==> src/rtl/multiphase_pwm.sv <==
// multiphase_pwm: N-channel phase-shifted complementary PWM generator.
// One master counter feeds every channel. Each channel has its own phase offset,
// double-buffered duty and a dead-time engine.
// Optional feature: define MULTIPHASE_PWM_FAULT_EN to add the latched fault
// shutdown ports (fault, fault_clr, fault_latched).
module multiphase_pwm #(
   parameter int unsigned WIDTH    = 8,
   parameter int unsigned CHANNELS = 3,
   parameter int unsigned DT_WIDTH = 4
) (
   input  logic                         clk,
   input  logic                         rst,
   input  logic                         en,
   input  logic [CHANNELS*WIDTH-1:0]    duty_in,
   input  logic                         duty_load,
   input  logic [DT_WIDTH-1:0]          dead_time,
`ifdef MULTIPHASE_PWM_FAULT_EN
   input  logic                         fault,
   input  logic                         fault_clr,
   output logic                         fault_latched,
`endif
   output logic                         period_start,
   output logic [CHANNELS-1:0]          pwm_hi,
   output logic [CHANNELS-1:0]          pwm_lo
);

   logic [WIDTH-1:0] ctr;
   logic             wrap;
   logic             force_off;

   // The last count of a running period: shadow duty moves to active here
   assign wrap = en && (ctr == '1);

   // Start-of-period marker, derived from the registered counter
   assign period_start = en && (ctr == '0);

   // Master counter: free-running modulo 2^WIDTH while enabled, holds otherwise
   always_ff @(posedge clk) begin
      if (rst) begin
         ctr <= '0;
      end else if (en) begin
         ctr <= ctr + WIDTH'(1);
      end
   end

`ifdef MULTIPHASE_PWM_FAULT_EN
   // Fault latch: set by fault, cleared by fault_clr only once fault has gone away
   always_ff @(posedge clk) begin
      if (rst) begin
         fault_latched <= 1'b0;
      end else if (fault) begin
         fault_latched <= 1'b1;
      end else if (fault_clr) begin
         fault_latched <= 1'b0;
      end
   end

   // A live fault blanks outputs at the same edge it is latched
   assign force_off = !en || fault || fault_latched;
`else
   assign force_off = !en;
`endif

   for (genvar k = 0; k < CHANNELS; k++) begin : g_ch
      // Evenly spaced phase offset, fixed at elaboration
      localparam longint unsigned OFF_L = (longint'(k) << WIDTH) / longint'(CHANNELS);
      localparam logic [WIDTH-1:0] OFF  = WIDTH'(OFF_L);

      logic [WIDTH-1:0]    shadow;
      logic [WIDTH-1:0]    act_duty;
      logic [WIDTH-1:0]    pc;
      logic                raw;
      logic                raw_q;
      logic [DT_WIDTH-1:0] timer;
      logic                hi_q;
      logic                lo_q;

      assign pc  = ctr + OFF;
      assign raw = pc < act_duty;

      // Duty double buffer; a load on the wrap cycle goes straight to active
      always_ff @(posedge clk) begin
         if (rst) begin
            shadow   <= '0;
            act_duty <= '0;
         end else begin
            if (duty_load) begin
               shadow <= duty_in[k*WIDTH +: WIDTH];
            end
            if (wrap) begin
               act_duty <= duty_load ? duty_in[k*WIDTH +: WIDTH] : shadow;
            end
         end
      end

      // Dead-time engine: any raw change or shutdown blanks both sides and
      // reloads the timer; the demanded side is driven once the timer expires
      always_ff @(posedge clk) begin
         if (rst) begin
            raw_q <= 1'b0;
            timer <= '0;
            hi_q  <= 1'b0;
            lo_q  <= 1'b0;
         end else begin
            raw_q <= raw;
            if (force_off) begin
               timer <= dead_time;
               hi_q  <= 1'b0;
               lo_q  <= 1'b0;
            end else if (raw != raw_q) begin
               timer <= dead_time;
               hi_q  <= raw && (dead_time == '0);
               lo_q  <= !raw && (dead_time == '0);
            end else if (timer > DT_WIDTH'(1)) begin
               timer <= timer - DT_WIDTH'(1);
               hi_q  <= 1'b0;
               lo_q  <= 1'b0;
            end else begin
               timer <= '0;
               hi_q  <= raw;
               lo_q  <= !raw;
            end
         end
      end

      assign pwm_hi[k] = hi_q;
      assign pwm_lo[k] = lo_q;
   end

endmodule
==> config.mk <==
export PLATFORM = sky130hd
export DESIGN_NAME = multiphase_pwm
export DESIGN_NICKNAME = d
export VERILOG_FILES = /design/src/rtl/multiphase_pwm.sv
export SDC_FILE = /design/constraint.sdc
export NUM_CORES = 1
export LEC_CHECK = 0
export CAP_MARGIN = 30
export CELL_PAD_IN_SITES_DETAIL_PLACEMENT = 0
export CELL_PAD_IN_SITES_GLOBAL_PLACEMENT = 2
export CORE_UTILIZATION = 35
export DETAILED_ROUTE_END_ITERATION = 10
export PLACE_DENSITY_LB_ADDON = 0.05
export SLEW_MARGIN = 20
export SYNTH_ARGS = -nofsm -noshare
export SYNTH_HDL_FRONTEND = slang
export SYNTH_SLANG_ARGS = --single-unit
==> constraint.sdc <==
create_clock -name clk -period 3.98 [get_ports clk]
set_clock_uncertainty 0.2 [all_clocks]
set_input_delay 0.796 -clock clk [delete_from_list [all_inputs] [get_ports clk]]
set_output_delay 0.796 -clock clk [all_outputs]
set_load 0.02 [all_outputs]
# ---- Yosys cells after proc, flatten, opt, wreduce, memory -nomap -nowiden
# Cells that the tools add are included.
dict set report totals {
  reg_bits 77
  in_bits 32
  out_inout_bits 7
  wordCells 74
}
dict set report op_classes {
  addsub 6
  n_lt_le_gt_ge 6
  eq_ne 4
  muxes 24
  n_bitwise 1
  n_reduce_logical 14
}
# cell count
set op_table {}
lappend op_table {{$mux W4} 9}
lappend op_table {{$lt A8 B8 Y1} 3}
lappend op_table {{$mux W8} 3}
lappend op_table {{$gt A4 B1 Y1 const B} 3}
lappend op_table {{$mux W1} 12}
lappend op_table {{$sub A4 B1 Y4 const B} 3}
lappend op_table {{$add A8 B1 Y8 const B} 1}
lappend op_table {{$add A8 B7 Y8 const B} 1}
lappend op_table {{$add A8 B8 Y8 const B} 1}
lappend op_table {{$eq A8 B8 Y1 const B} 1}
lappend op_table {{$logic_and A1 B1 Y1} 8}
lappend op_table {{$logic_not A8 Y1} 1}
lappend op_table {{$logic_not A4 Y1} 1}
lappend op_table {{$logic_not A1 Y1} 3}
lappend op_table {{$ne A1 B1 Y1} 3}
lappend op_table {{$reduce_or A2 Y1} 1}
lappend op_table {{$not A1 Y1} 1}

# ---- Longest topological paths before layout
dict set report depth {
  ltp_word 5
  mapped_depth 13
  depth_no_buf 13
}

# ---- Least setup slack after synthesis
# No wires, ideal clock.
dict set report synth_timing {
  path_type {register to register}
  start {reg ctr[2]}
  end {reg g_ch[1].timer[0]}
  setup_time_ns 0.072
  t_arrival_ns 2.890
  required_ns 3.708
  slack_ns 0.818
  path_stages_with_launch 14
  n_path_buf 0
  synth_period_minus_slack_ns 3.162
  cell_sequence {dfxtp_1 > inv_1 > ha_1 > a21oi_1 > nor2b_1 > nor2_1 > o21ba_2 > xnor2_1 > ha_1 > and3_1 > a221o_1 > a41oi_2 > mux2i_2 > mux2i_1}
}
dict set report synth_via {
  elab_chain_len 5
}
# element line
set synth_rtl {}
lappend synth_rtl {{from (decl)} 27} ;# logic [WIDTH-1:0] ctr;
lappend synth_rtl {{from (signal assigned)} 42} ;# ctr <= ctr + WIDTH'(1);
lappend synth_rtl {{$add A8 B7 Y8} 78} ;# assign pc = ctr + OFF;
lappend synth_rtl {{$lt A8 B8 Y1} 79} ;# assign raw = pc < act_duty;
lappend synth_rtl {{$ne A1 B1 Y1} 110} ;# end else if (raw != raw_q) begin
lappend synth_rtl {{$mux W4} 110}
lappend synth_rtl {{$mux W4} 106} ;# if (force_off) begin
lappend synth_rtl {{to (signal assigned)} 107} ;# timer <= dead_time;
lappend synth_rtl {{to (signal assigned)} 111} ;# timer <= dead_time;
lappend synth_rtl {{to (signal assigned)} 115} ;# timer <= timer - DT_WIDTH'(1);
lappend synth_rtl {{to (decl)} 74} ;# logic [DT_WIDTH-1:0] timer;
# Every way passes these cells.
# A chain may end at the register's enable or synchronous reset.

# ---- Final worst setup path
dict set report layout_timing {
  start {reg ctr[2]}
  end {reg g_ch[1].timer[3]}
}
# Same word-level chain as after synthesis.

==> impl_metrics.toml <==
[outcome]
outcome = "complete, no violations"

[worst_setup_path]
crit_top_cell = "ha_1"
cp.arrival_ns = 3.60
ff2ff_path_depth = 13
cpMaxStageDelayCell = "dfxtp_1"
criticalPathCategory = "reg2reg"
worst_r2r_endpoint = "g_ch[1].timer[3]"
cp_num_buf_inv = 1
r2r_slack_ns = 0.46
cp-end-kind = "flip-flop"
slowest_delay_ns = 0.49
r2r_start = "ctr[2]"
critical_path.top_delay_family = "compound AO/OA/AOI/OAI gates"
required_ns = 4.06
critPathMaxFanout = 8
crit_path_start_kind = "flip-flop"
cp_cell_sequence = "inv_1 > ha_1 > a21oi_1 > nor2b_1 > nor2_1 > o21ba_2 > xnor2_1 > ha_1 > and3_1 > a221o_1 > a41oi_2 > mux2i_2 > mux2i_1"

[pwr]
vdd_ir_drop_max_mv = 0.144
p_leak_uw = 0.00174
pwr_density_cell_nw_per_um2 = 355
p_total_uw = 1610

[finish]
layout_commonest_cell = "dfxtp_1"
mostFrequentLayoutCells = "dfxtp_1 (77), nor2_1 (67), mux2i_1 (43)"
drive_gt1_share_pct = 7.42
diodes = 0
layout.nets = 516
syn_to_final_growth_pct = 16.7

[grt]
grt_max_degree = 50
antenna_found_initial = 0
grt_pass1_wl_mm = 13.2
overflow = 0
grt_pass1_vias = 2689
track_usage_pct = 14.9

[drt]
drc = 0
vias = 2845
routed_via_density = 4.76
drt-total-wl_mm = 7.79
drt_first_pass_iters = 4
ant_nets = 0
avgRoutedWirePerCell_um = 13.0
drtIter0Drc = 80

[cts]
htreeDepth = 3
cts_buffers = 9
cts.sinks = 77
insertion_delay_ns = 0.35
post-cts-setup-buffers = 0
ctsResizeCount = 0
cts_buffer_depth = 2
path_clk_slew_ns = 0.08
cts_tree = "built"
cts_root_buf = "clkbuf_8"
hold_buffers = 0

[sta]
min_period_ns = 3.52
final_max_slew_viol_count = 0
period_share_pct = 88.5
slew_headroom_pct = 43.4
rsz0062_at_grt = "no"
fin_tns_setup_ns = 0
worstMarginPinSlew_ns = 0.849
finalSetupViolCount = 0
fmax_mhz = 284
finalHoldViolCount = 0

[floorplan]
core_area_sq_um = 10800
io_pins = 39
die_h_um = 107
start_util_pct = 35.8
dieWidth_um = 107
rows = 38
dieArea_sq_um = 11500

[job]
maxCapViolCount = 0

[min_path]
whs_endpoint = "g_ch[0].shadow[3]"
hp-class = "reg2reg"
holdPathStages = 2
hold_start = "g_ch[0].shadow[3]"

[place]
port_buffers = 38
dp_hpwl_mm = 5.73
place_congestion = 0.753

[logic_synthesis]
synth_cell_types = 41
ys_ff_latch = 77
mappedNetlistArea_sq_um = 3880
syn_nets = 489
avgSynthCellArea_sq_um = 9.12
synth_cells = 426
yosys_warnings = 0
yosysSeqAreaShare_pct = 39.7
[logic make-up after synthesis]
logic type | count (synthesis) | share of synthesized area (%)
compound gates | 59 | 11.2
buf+inv | 60 | 6.64
flops | 77 | 39.7
mux | 46 | 12.1
fa+ha+maj | 31 | 9.99
simple gates | 136 | 16.6
xor+xnor | 17 | 3.83
[how the worst max path moves through the flow]
| stage | end | cells past startpoint | from |
|---|---|---|---|
| 2_1_floorplan | g_ch[1].timer[0] | 13 | ctr[2] |
| 3_3_place_gp | g_ch[1].timer[2] | 13 | ctr[2] |
| 3_5_place_dp | g_ch[1].timer[3] | 13 | ctr[2] |
| 4_1_cts | g_ch[1].timer[3] | 13 | ctr[2] |
| 5_1_grt | g_ch[1].timer[2] | 13 | ctr[2] |
| 6_report | g_ch[1].timer[3] | 13 | ctr[2] |
[registers in the layout (all words and copies together) (netlist names)]
signal         count
g_ch.act_duty     24
g_ch.shadow       24
g_ch.timer        12
ctr                8
g_ch.hi_q          3
g_ch.lo_q          3
g_ch.raw_q         3
[layout make-up]
type / count / area, sq um
repair buffers: 43 / 413
flip-flops and latches: 77 / 1540
clock inverters: 4 / 31.3
well taps: 140 / 175
inverters: 33 / 124
clock buffers: 12 / 155
multi-input cells: 289 / 2090
fillers: 1108 / 6310
[where the power goes]
part | total [uW] | switching, uW | internal [uW]
clock network | 560 | 297 | 263
logic | 222 | 108 | 114
registers | 827 | 22.6 | 804
[metal layers]
metal / GRT usage [%] / up-vias / wire [um]
met5: 0 / - / 0
met4: 4.99 / 0 / 84
met3: 3.63 / 8 / 188
met2: 23.9 / 24 / 3520
met1: 19.5 / 1311 / 4000
li1: - / 1502 / -
[stage by stage]
step	utilization [%]	worst slack, ns	cell area [sq um]	hold WS (ns)	std cells
CTS	41.8	0.436	4530	0.301	598
finish	41.8	0.458	4530	0.292	598
global route	41.8	0.196	4530	0.322	598
floorplan	-	0.818	3880	0.256	426
global placement	40.1	0.609	4350	0.275	582
detailed placement	40.1	0.464	4350	0.281	582
[tightest hold or removal path, delay by kind of cell (launching register included)]
family | cells | cell delay, ns
flops | 1 | 0.31
mux | 1 | 0.07
simple gates | 1 | 0.08
[cell usage after synthesis (all sizes together)]
master,n,area (sq um)
o21ai,7,35.0
or4,1,7.51
a221o,2,20.0
nor4b,1,8.76
and4,1,8.76
buf,17,96.3
ha,31,388
xnor2,15,131
a211oi,25,193
nand3b,3,22.5
o21a,1,7.51
nor2,68,255
xor2,2,17.5
nand3,3,15.0
dfxtp,77,1540
o21ba,1,10.0
nor4,1,6.26
a41oi,2,32.5
nor2b,4,25.0
a41o,2,22.5
a21oi,11,55.1
nand2,11,41.3
or3,7,43.8
or2,3,18.8
clkbuf,10,37.5
mux2,1,11.3
a21o,7,52.6
nor3,14,70.1
and3,5,31.3
nand4,1,6.26
nand2b,11,68.8
a21boi,1,7.51
nor3b,1,7.51
and2,1,6.26
mux2i,45,458
inv,33,124
(Power assumes the default switching activity.)
==> RTL change, RTL diff (config.mk and constraints unchanged) <==
Register the output `pwm_hi` once more, with the module's reset; this adds one clock of latency there. The other outputs are not delayed to match.
--- a/src/rtl/multiphase_pwm.sv
+++ b/src/rtl/multiphase_pwm.sv
@@ -25,2 +25,4 @@
 );
+
+   logic [CHANNELS-1:0] pwm_hi_d;
 
@@ -125,3 +127,3 @@
 
-      assign pwm_hi[k] = hi_q;
+      assign pwm_hi_d[k] = hi_q;
       assign pwm_lo[k] = lo_q;
@@ -129,2 +131,10 @@
 
+   always_ff @(posedge clk) begin
+      if (rst) begin
+         pwm_hi <= '0;
+      end else begin
+         pwm_hi <= pwm_hi_d;
+      end
+   end
+
 endmodule
Check against the original RTL: same outputs for any inputs over 10 cycles, from zero or initial values and one cycle with rst high; that may be too few to reach the edited logic, so the function may still have changed.
==> RTL change against the original RTL <==
- clock power is 3% lower
- sequential share of layout area rose by 0.82 points
- fmax grew 0.53%
- first-iteration DRC count increased by 83%
- sequential cell count increased by 3
- area after synthesis increased by 1.5%
- total power up 1.1%
- worst setup slack improved by 0.018 ns
- final area grew 1.5%
- final cell count increased by 1.0%
- die area up 1.5%
- largest power group unchanged
- routed wire length grew 0.58%
==> RTL change: results (changes against the original RTL) <==
Parameter                              Value

Setup path
  Destination of the critical timing path ... g_ch[1].timer[2]$_SDFF_PP0_
  Worst R2R End ... g_ch[1].timer[2]$_SDFF_PP0_
  R2r worst-path depth ... 13 (unchanged)
  R2R setup slack ... 0.48 ns (+0.02 ns)
  Largest stage delay, worst path ... 0.52 ns (+0.03 ns)
  CP Max Fanout ... 9 (+1)
  Slowest-stage cell, CP ... dfxtp_1
  Launch point of the critical path ... ctr[2]$_SDFFE_PP0P_
  Data arrival time of the critical path ... 3.58 ns (-0.02 ns)
  Gate family responsible for the most delay along the worst path ... compound AO/OA/AOI/OAI gates

Min path
  Number of cells on the worst hold path ... 1 (-1)
  Endpoint, Worst Hold ... pwm_hi[2]$_SDFF_PP0_
  Source of the worst hold timing path ... g_ch[2].hi_q$_SDFF_PP0_
  Worst min-delay path category ... flip-flop to flip-flop

GRT
  Global-route wire length before repair ... 13400 µm (+1.4%)
  Vias in the first global route ... 2772 (+3.1%)
  Pin count of the biggest net entering global routing ... 49 (-2.0%)
  GRT Resource Usage Total ... 14.9% (-0.017 points)
  Antenna violations before repair ... 0 (unchanged)

Place
  GPL Wtd Cong ... 0.737 (-2.1%)
  Placed instance area ... 4420 µm² (+1.8%)
  Port Buf Inserts ... 38 (unchanged)
  Post-detailed-placement half-perimeter wirelength ... 5680 µm (-0.99%)

Power
  Clock power frac ... 33.4% (-1.4 points)
  Cell leakage power ... 0.00177 µW (+1.5%)
  Design internal power ... 1190 µW (+0.74%)
  Power per standard cell area ... 354 nW/µm² (-0.39%)
  Worst VDD drop ... 0.146 mV (+1.6%)
  Total combinational power ... 226 µW (+2%)

Clock tree
  # Post-CTS Setup Buffers ... 0 (unchanged)
  Inserted Clock Buffers ... 9 (unchanged)
  Worst-path clk slew ... 0.09 ns
  Deepest level of the CTS H-tree ... 3 (unchanged)
  Buffer type at the clock tree root ... clkbuf_8
  Number of gates resized after CTS ... 0 (unchanged)
  Maximum buffer depth of the clock tree ... 2 (unchanged)
  Clock insertion delay at the later pin of the skew report ... 0.34 ns

Yosys
  Net Count, Synth ... 493 (+0.82%)
  Async S/R FF share, synth ... 0% (unchanged)
  Ys Warns ... 0 (unchanged)
  Synth cell count leaders ... dfxtp_1, nor2_1, mux2i_1
  Post-synthesis sequential area ratio ... 40.6% (+0.92 points)
  Cells taking the most area after synthesis ... dfxtp_1, mux2i_1, ha_1, nor2_1, a211oi_1
  Number of distinct standard cells referenced by the synthesized netlist ... 41 (unchanged)

Route
  Number of DRC markers after the initial detailed-route iteration ... 146 (+83%)
  Via total after detailed routing ... 2890 (+1.6%)
  Router iterations before antenna repair ... 6 (+2)
  Total detailed-routing wirelength ... 7830 µm (+0.58%)

Layout
  Count of filler cells inserted in the layout ... 1115 (+0.63%)
  Layout cell share with drive strength beyond 1 ... 7.33% (-0.096 points)
  Count of nets after finishing ... 522 (+1.2%)
  Antenna diodes ... 0 (unchanged)
  Regs by FF count ... g_ch.act_duty (24), g_ch.shadow (24), g_ch.timer (12)

Timing
  Max-Slew Margin vs Limit ... 45.8% (+2.5 points)

Status
  Outcome ... complete, no violations
## RTL change: cell types whose count changed after synthesis
cell | unedited run | this run
nor2b_1 | 4 | 7
buf_1 | 3 | 2
dfxtp_1 | 77 | 80
buf_4 | 6 | 3
clkbuf_1 | 10 | 12
## RTL change: cells by family (layout without fill, tap and decap cells)
kind of cell | count (synthesis) | after routing | synth area share, %
xor gates and xnor gates | 17 | 17 | 3.78
and+or+nand+nor | 139 | 139 | 16.8
adders and majority gates | 31 | 31 | 9.83
AOI/OAI and AO/OA | 59 | 59 | 11.0
buffers and inverters | 58 | 92 | 6.06
muxes | 46 | 46 | 11.9
DFF | 80 | 80 | 40.6
## RTL change: metal layers
metal  vias up  wire, µm  track usage [%]
met5         -         0                0
met4         0        50             4.99
met3         4       289             3.07
li1       1520         -                -
met1      1323      4020             20.6
met2        43      3470             22.7
## RTL change: final cells by class
type	count	share of cell area, %
multi-input cells	292	45.9
flip-flops and latches	80	34.8
repair buffers	43	8.98
well taps	140	3.81
clock buffers	11	3.07
inverters	33	2.69
clock inverters	5	0.707
## RTL change: per-stage QoR
step           power, µW  cells  hold WS [ns]  setup WS (ns)
2_1_floorplan       1030    430         0.214          0.696
3_3_place_gp        1100    588         0.216          0.540
3_5_place_dp        1110    588         0.228          0.486
4_1_cts             1660    604         0.249          0.460
5_1_grt             1720    604         0.269          0.161
6_report            1630    604         0.243          0.476
## RTL change: worst reg2reg max path, delay by kind of cell (launching register included)
| family | cells | cell delay, ns |
|---|---|---|
| and+or+nand+nor | 3 | 0.44 |
| AOI/OAI and AO/OA | 4 | 0.93 |
| muxes | 2 | 0.65 |
| xor gates and xnor gates | 1 | 0.11 |
| DFF | 1 | 0.52 |
| buffers and inverters | 1 | 0.12 |
| adders and majority gates | 2 | 0.45 |
